[src/rtl/dcache_refill_ctrl.sv]
// Miss-handling controller for the two-way data cache: stalls the pipeline on a
// load miss, fetches the word from memory, refills the cache and returns the load.
module dcache_refill_ctrl #(
    parameter int DATA_WIDTH = 32,
    parameter int WAIT_LIMIT = 255,
    parameter int CNT_WIDTH  = 16
) (
    input  logic                  clk,
    input  logic                  rst_n,
    input  logic                  req_valid,
    input  logic [DATA_WIDTH-1:0] req_addr,
    input  logic                  cache_hit,
    input  logic [DATA_WIDTH-1:0] cache_data,
    output logic                  stall,
    output logic                  load_valid,
    output logic [DATA_WIDTH-1:0] load_data,
    output logic                  mem_req_valid,
    input  logic                  mem_req_ready,
    output logic [DATA_WIDTH-1:0] mem_addr,
    input  logic                  mem_resp_valid,
    input  logic [DATA_WIDTH-1:0] mem_resp_data,
    output logic                  refill_we,
    output logic [DATA_WIDTH-1:0] refill_addr,
    output logic [DATA_WIDTH-1:0] refill_data,
    output logic                  retry_pulse,
    output logic [CNT_WIDTH-1:0]  miss_count
);

    typedef enum logic [1:0] {
        ST_IDLE = 2'd0,
        ST_REQ  = 2'd1,
        ST_WAIT = 2'd2,
        ST_FILL = 2'd3
    } state_t;

    localparam logic [7:0]            WAIT_LAST  = 8'(WAIT_LIMIT - 1);
    localparam logic [DATA_WIDTH-1:0] WORD_MASK  = {{(DATA_WIDTH-2){1'b1}}, 2'b00};
    localparam logic [CNT_WIDTH-1:0]  CNT_ONE    = {{(CNT_WIDTH-1){1'b0}}, 1'b1};
    localparam logic [CNT_WIDTH-1:0]  CNT_MAX    = {CNT_WIDTH{1'b1}};

    state_t                  state_r;
    logic [DATA_WIDTH-1:0]   addr_r;
    logic [DATA_WIDTH-1:0]   data_r;
    logic [7:0]              wait_cnt_r;
    logic [CNT_WIDTH-1:0]    miss_count_r;

    logic                    miss_s;
    logic                    timeout_s;

    assign miss_s    = (state_r == ST_IDLE) && req_valid && !cache_hit;
    assign timeout_s = (state_r == ST_WAIT) && !mem_resp_valid && (wait_cnt_r == WAIT_LAST);
    assign miss_count = miss_count_r;

    // Controller state, captured miss address/data, wait timer and miss counter.
    always_ff @(posedge clk or negedge rst_n) begin
        if (!rst_n) begin
            state_r      <= ST_IDLE;
            addr_r       <= '0;
            data_r       <= '0;
            wait_cnt_r   <= 8'd0;
            miss_count_r <= '0;
        end else begin
            case (state_r)
                ST_IDLE: begin
                    if (miss_s) begin
                        addr_r  <= req_addr & WORD_MASK;
                        state_r <= ST_REQ;
                        if (miss_count_r != CNT_MAX) begin
                            miss_count_r <= miss_count_r + CNT_ONE;
                        end else begin
                            miss_count_r <= miss_count_r;
                        end
                    end else begin
                        state_r <= ST_IDLE;
                    end
                end
                ST_REQ: begin
                    if (mem_req_ready) begin
                        wait_cnt_r <= 8'd0;
                        state_r    <= ST_WAIT;
                    end else begin
                        state_r    <= ST_REQ;
                    end
                end
                ST_WAIT: begin
                    // A response in the expiring cycle takes priority over the retry.
                    if (mem_resp_valid) begin
                        data_r  <= mem_resp_data;
                        state_r <= ST_FILL;
                    end else if (timeout_s) begin
                        wait_cnt_r <= wait_cnt_r + 8'd1;
                        state_r    <= ST_REQ;
                    end else begin
                        wait_cnt_r <= wait_cnt_r + 8'd1;
                        state_r    <= ST_WAIT;
                    end
                end
                ST_FILL: begin
                    state_r <= ST_IDLE;
                end
                default: begin
                    state_r <= ST_IDLE;
                end
            endcase
        end
    end

    // Output decode; hit return and miss stall must respond in the request cycle.
    always_comb begin
        stall         = 1'b0;
        load_valid    = 1'b0;
        load_data     = '0;
        mem_req_valid = 1'b0;
        mem_addr      = addr_r;
        refill_we     = 1'b0;
        refill_addr   = '0;
        refill_data   = '0;
        retry_pulse   = 1'b0;
        case (state_r)
            ST_IDLE: begin
                if (req_valid && cache_hit) begin
                    load_valid = 1'b1;
                    load_data  = cache_data;
                end else if (req_valid) begin
                    stall      = 1'b1;
                end else begin
                    stall      = 1'b0;
                end
            end
            ST_REQ: begin
                stall         = 1'b1;
                mem_req_valid = 1'b1;
            end
            ST_WAIT: begin
                stall       = 1'b1;
                retry_pulse = timeout_s;
            end
            ST_FILL: begin
                refill_we   = 1'b1;
                refill_addr = addr_r;
                refill_data = data_r;
                load_valid  = 1'b1;
                load_data   = data_r;
            end
            default: begin
                stall = 1'b0;
            end
        endcase
    end

endmodule

[config.mk]
export PLATFORM = sky130hd
export DESIGN_NAME = dcache_refill_ctrl
export DESIGN_NICKNAME = d
export VERILOG_FILES = /design/src/rtl/dcache_refill_ctrl.sv
export SDC_FILE = /design/constraint.sdc
export NUM_CORES = 1
export LEC_CHECK = 0
export CAP_MARGIN = 5
export CORE_MARGIN = 4
export CORE_UTILIZATION = 42
export CTS_CLUSTER_SIZE = 8
export DETAILED_ROUTE_END_ITERATION = 10
export HOLD_SLACK_MARGIN = 0.08
export PLACE_DENSITY = 0.88
export SKIP_CTS_REPAIR_TIMING = 1
export SYNTH_ARGS = -nofsm -noshare
export SYNTH_HDL_FRONTEND = slang
export SYNTH_SLANG_ARGS = --single-unit
[constraint.sdc]
create_clock -name clk -period 3 [get_ports clk]
set_clock_uncertainty 0.05 [all_clocks]
set_input_delay 0.75 -clock clk [delete_from_list [all_inputs] [get_ports clk]]
set_output_delay 0.75 -clock clk [all_outputs]
set_load 0.02 [all_outputs]
# Yosys cells after proc, flatten, opt, wreduce, memory -nomap -nowiden
# Cells that the tools add are included.
dict set report word_totals {
  ff_bits 88
  output_inout_bits 149
  wordCells 48
  inputBits 102
}
dict set report op_classes {
  n_reduce_logical 14
  n_addsub 2
  muxes 20
  eq_ne 7
}
# op n
set ops {}
lappend ops {{$mux 32} 3}
lappend ops {{$pmux 32 s2} 1}
lappend ops {{$add 16x1->16 const B} 1}
lappend ops {{$mux 8} 2}
lappend ops {{$ne 16x16->1 const B} 1}
lappend ops {{$pmux 8 s2} 1}
lappend ops {{$add 8x1->8 const B} 1}
lappend ops {{$eq 8x8->1 const B} 1}
lappend ops {{$pmux 2 s4} 1}
lappend ops {{$mux 1} 7}
lappend ops {{$mux 2} 3}
lappend ops {{$reduce_and 3->1} 2}
lappend ops {{$logic_and 1x1->1} 5}
lappend ops {{$eq 2x2->1 const B} 2}
lappend ops {{$ne 2x2->1 const B} 2}
lappend ops {{$pmux 1 s2} 2}
lappend ops {{$reduce_and 2->1} 2}
lappend ops {{$eq 2x1->1 const B} 1}
lappend ops {{$logic_not 1->1} 2}
lappend ops {{$logic_not 2->1} 1}
lappend ops {{$reduce_bool 2->1} 1}
lappend ops {{$reduce_or 2->1} 1}

# Logic depth before layout (Yosys ltp)
dict set report logic_depth {
  ltp_word 6
  mapped_depth 8
  depth_no_buf 6
}

# Worst setup path before layout
# OpenSTA, ideal clock, no wires.
dict set report synth_timing {
  kind {input-to-output}
  from {input cache_hit}
  to {output load_data[12]}
  stages 5
  required_ps 2200
  setup_slack_ps 466
  arrival_ps 1734
  cell_sequence {and3_1 -> clkbuf_1 -> clkbuf_1 -> a21oi_1 -> nor2_1}
}
dict set report synth_between {
  elab_chain_cells 3
}
# item line
set synth_lines {}
lappend synth_lines {{start, declared} 12} ;# input logic cache_hit,
lappend synth_lines {{$logic_and 1x1->1} 121} ;# if (req_valid && cache_hit) begin
lappend synth_lines {{$mux 32} 121}
lappend synth_lines {{$pmux 32 s2} 119} ;# case (state_r)
lappend synth_lines {{end, declared} 16} ;# output logic [DATA_WIDTH-1:0] load_data,
# Every way passes these cells.

# Final worst setup path
dict set report layout_timing {
  from {input cache_hit}
  to {output load_data[19]}
}
# The elaborated chain is that of the path after synthesis.

==> impl_metrics.tcl <==
set metrics [dict create \
    drtPass1Iterations 4 \
    internal_power_w 0.002425 \
    cts_tree "yes" \
    p_clk_share_pct 25.7 \
    num_vias 4372 \
    tightest_slew_ns 0.4925 \
    cts.htree.levels 3 \
    met3_length_um 1249 \
    setup_violations 0 \
    period_minus_slack_ns 2.898 \
    first_global_vias 4613 \
    min_period_over_period_pct 96.61 \
    cp_max_fo 33 \
    slowest_delay_ns 0.48 \
    ys_types 46 \
    clk_latency_ns 0.37 \
    synth_area_um2 4561 \
    wl_per_cell_um 16.72 \
    synth-async-reset-ratio_pct 100.0 \
    yosys.area.top_type "dfrtp_1" \
    synth_edf_count 0 \
    reg2regPathDepth 7 \
    p_switching_w 0.001069 \
    ys_warn_count 0 \
    p_seq_share_pct 45.8 \
    switching_share_pct 30.59 \
    grt_pass1_wl_um 23440 \
    rows 37 \
    worstPathArrival_ns 2.10 \
    grt_overflow 0 \
    nNetsFinal 838 \
    grt_max_degree 57 \
    placedCellCount 853 \
    p_leak_nw 3.966 \
    cp_cell_sequence "clkdlybuf4s50_1 -> and3_1 -> buf_12 -> a21oi_1 -> nor2_1 -> dlymetal6s2s_1" \
    wl_um 14530 \
    io_buffers 244 \
    syn_area_per_cell_um2 9.326 \
    synth_top_cells_by_area "dfrtp_1 48%, and2_1 8.6%, nand2_1 8.5%" \
    cellPowerDensity_nw_per_um2 467.9 \
    drc_errors 0 \
    syn_to_final_growth_pct 63.76 \
    drive_above_1_share_pct 9.686 \
    clk_pin_slew_ns 0.09 \
    dp_hpwl_um 10960 \
    cts_sinks 88 \
    final_cells 869 \
    post-route-util_pct 71.38 \
    die_x_um 112.2 \
    cts_max_path_buffers 2 \
    grtUsageTotal_pct 22.94 \
    dr.first_iter.drc_count 192 \
    cts_root_buf "clkbuf_8" \
    timing.rr.start "state_r[0]$_DFF_PN0_" \
    crit_path_start_kind "input pin" \
    relSlewSlack_pct 66.91 \
    die_h_um 112.2 \
    max_freq_mhz 345.0 \
    dr_wl_met2_um 7388 \
    numCtsBuffers 9 \
    rsz0062_at_grt "yes" \
    core_area_um2 10460 \
    end_kind "output port" \
    holdWs_ns 0.2602 \
    slew_violations 0 \
    worstSetupPathType "input pin to output port" \
    place_worst_setup_slack_ns -0.2900 \
    synth_seq_cells 88 \
    pin_count 251 \
    r2r-end "wait_cnt_r[7]$_DFFE_PN0P_" \
    cp_data_required_time_ns 2.20 \
    start_util_pct 43.59 \
    diodes 0 \
    die_area_um2 12590 \
    p_comb_share_pct 28.4 \
    wl_met1_um 5533 \
    synth_top_area_share_pct 48.29 \
    critical_path.top_delay_family "buffers and inverters" \
    gp_congestion 0.8518 \
    r2r_slack_ns 0.85 \
    max_cap_viol_count 0 \
    synth-main-ff-cell "dfrtp_1" \
    ir_worst_vdd_mv 0.3534 \
    status "complete, no violations" \
    tns_ns 0 \
    min_path_type "input pin to async pin" \
    finalHoldViolations 0 \
    final_antenna_net_count 0 \
    fin_ws_ns 0.1018 \
    vias_per_cell 5.031 \
    ys_seq_area_share_pct 48.29 \
    critPathBufInv 3 \
    crit_slowest_cell "clkdlybuf4s50_1" \
    syn_inst 489 \
    top_layer "met4" \
    antenna_found_initial 0 \
]
==> flip-flops by register name (all words and copies together), names as in the netlist <==
name / count
data_r: 32
mem_addr: 30
miss_count: 16
wait_cnt_r: 8
state_r: 2
==> synth_stat cells, drive strengths merged (2+ instances only) <==
library cell and number:
mux2 35, and3 3, nand3 8, ha 8, buf 9, nor3 11, inv 5, nand4 5
xor2 12, clkbuf 22, nand2 103, nor2 47, nor4 3, and4 3, or3 2, xnor2 4
a21oi 35, o21ai 5, dfrtp 88, and2 64, or4 2
==> cells by family (layout without fill, tap and decap cells) <==
family          Yosys count  count (layout)  synth area share (%)
other cells               1               4               0.08223
mux                      36              36                 8.862
compound gates           47              47                 5.652
fa+ha+maj                 8               8                 2.195
buf+inv                  36             277                 3.704
flops                    88              88                 48.29
xor+xnor                 16              16                 3.073
simple gates            257             257                 28.15
==> power groups by stage <==
| stage | clock, W | sequential [W] | combinational (W) |
|---|---|---|---|
| floorplan | 0 | 0.00171 | 0.000356 |
| global placement | 0 | 0.00161 | 0.000975 |
| detailed placement | 0 | 0.00162 | 0.00101 |
| CTS | 0.000911 | 0.00160 | 0.00101 |
| global route | 0.000959 | 0.00164 | 0.00108 |
| finish | 0.000899 | 0.00160 | 0.000993 |
==> worst max path at each step <==
stage	startpoint	endpoint	slack (ns)	cells after the start
after floorplan	cache_hit	load_data[12]	0.47	5
after global placement	cache_hit	load_data[28]	-0.21	6
after detailed placement	cache_hit	load_data[19]	-0.29	6
after CTS	cache_hit	load_data[19]	-0.29	6
after global routing	state_r[0]$_DFF_PN0_	load_data[19]	-0.02	7
final	cache_hit	load_data[19]	0.10	6
==> layout by cell type, fill, tap and decap left out, types with 8 or more instances in the layout <==
| master | count |
|---|---|
| buf_4 | 9 |
| xor2_1 | 12 |
| nand2_1 | 103 |
| and2_1 | 63 |
| mux2_2 | 33 |
| clkbuf_8 | 13 |
| nand3_1 | 8 |
| clkdlybuf4s50_1 | 205 |
| nor3_1 | 10 |
| dlymetal6s2s_1 | 37 |
| ha_1 | 8 |
| a21oi_1 | 35 |
| nor2_1 | 46 |
| dfrtp_1 | 88 |
==> metrics by stage <==
stage | instance area (um^2) | total power [W]
6_report | 7468 | 0.003494
5_1_grt | 7468 | 0.003677
4_1_cts | 7377 | 0.003524
3_5_place_dp | 7159 | 0.002627
3_3_place_gp | 7159 | 0.002581
2_1_floorplan | 4572 | 0.002068
==> metal layers <==
metal,track usage (%),vias up
met2,40.05,190
met5,0,-
met1,25.76,2082
li1,-,2068
met3,8.679,32
met4,7.772,0
==> layout make-up <==
| type | instances | area [um^2] |
|---|---|---|
| fill | 768 | 2994 |
| clock buffer | 14 | 182.7 |
| clock inverter | 2 | 35.03 |
| tap | 136 | 170.2 |
| sequential | 88 | 2202 |
| timing repair buffer | 256 | 2659 |
| inverter | 5 | 18.77 |
| multi-input combinational | 368 | 2201 |
(Power assumes the default switching activity.)
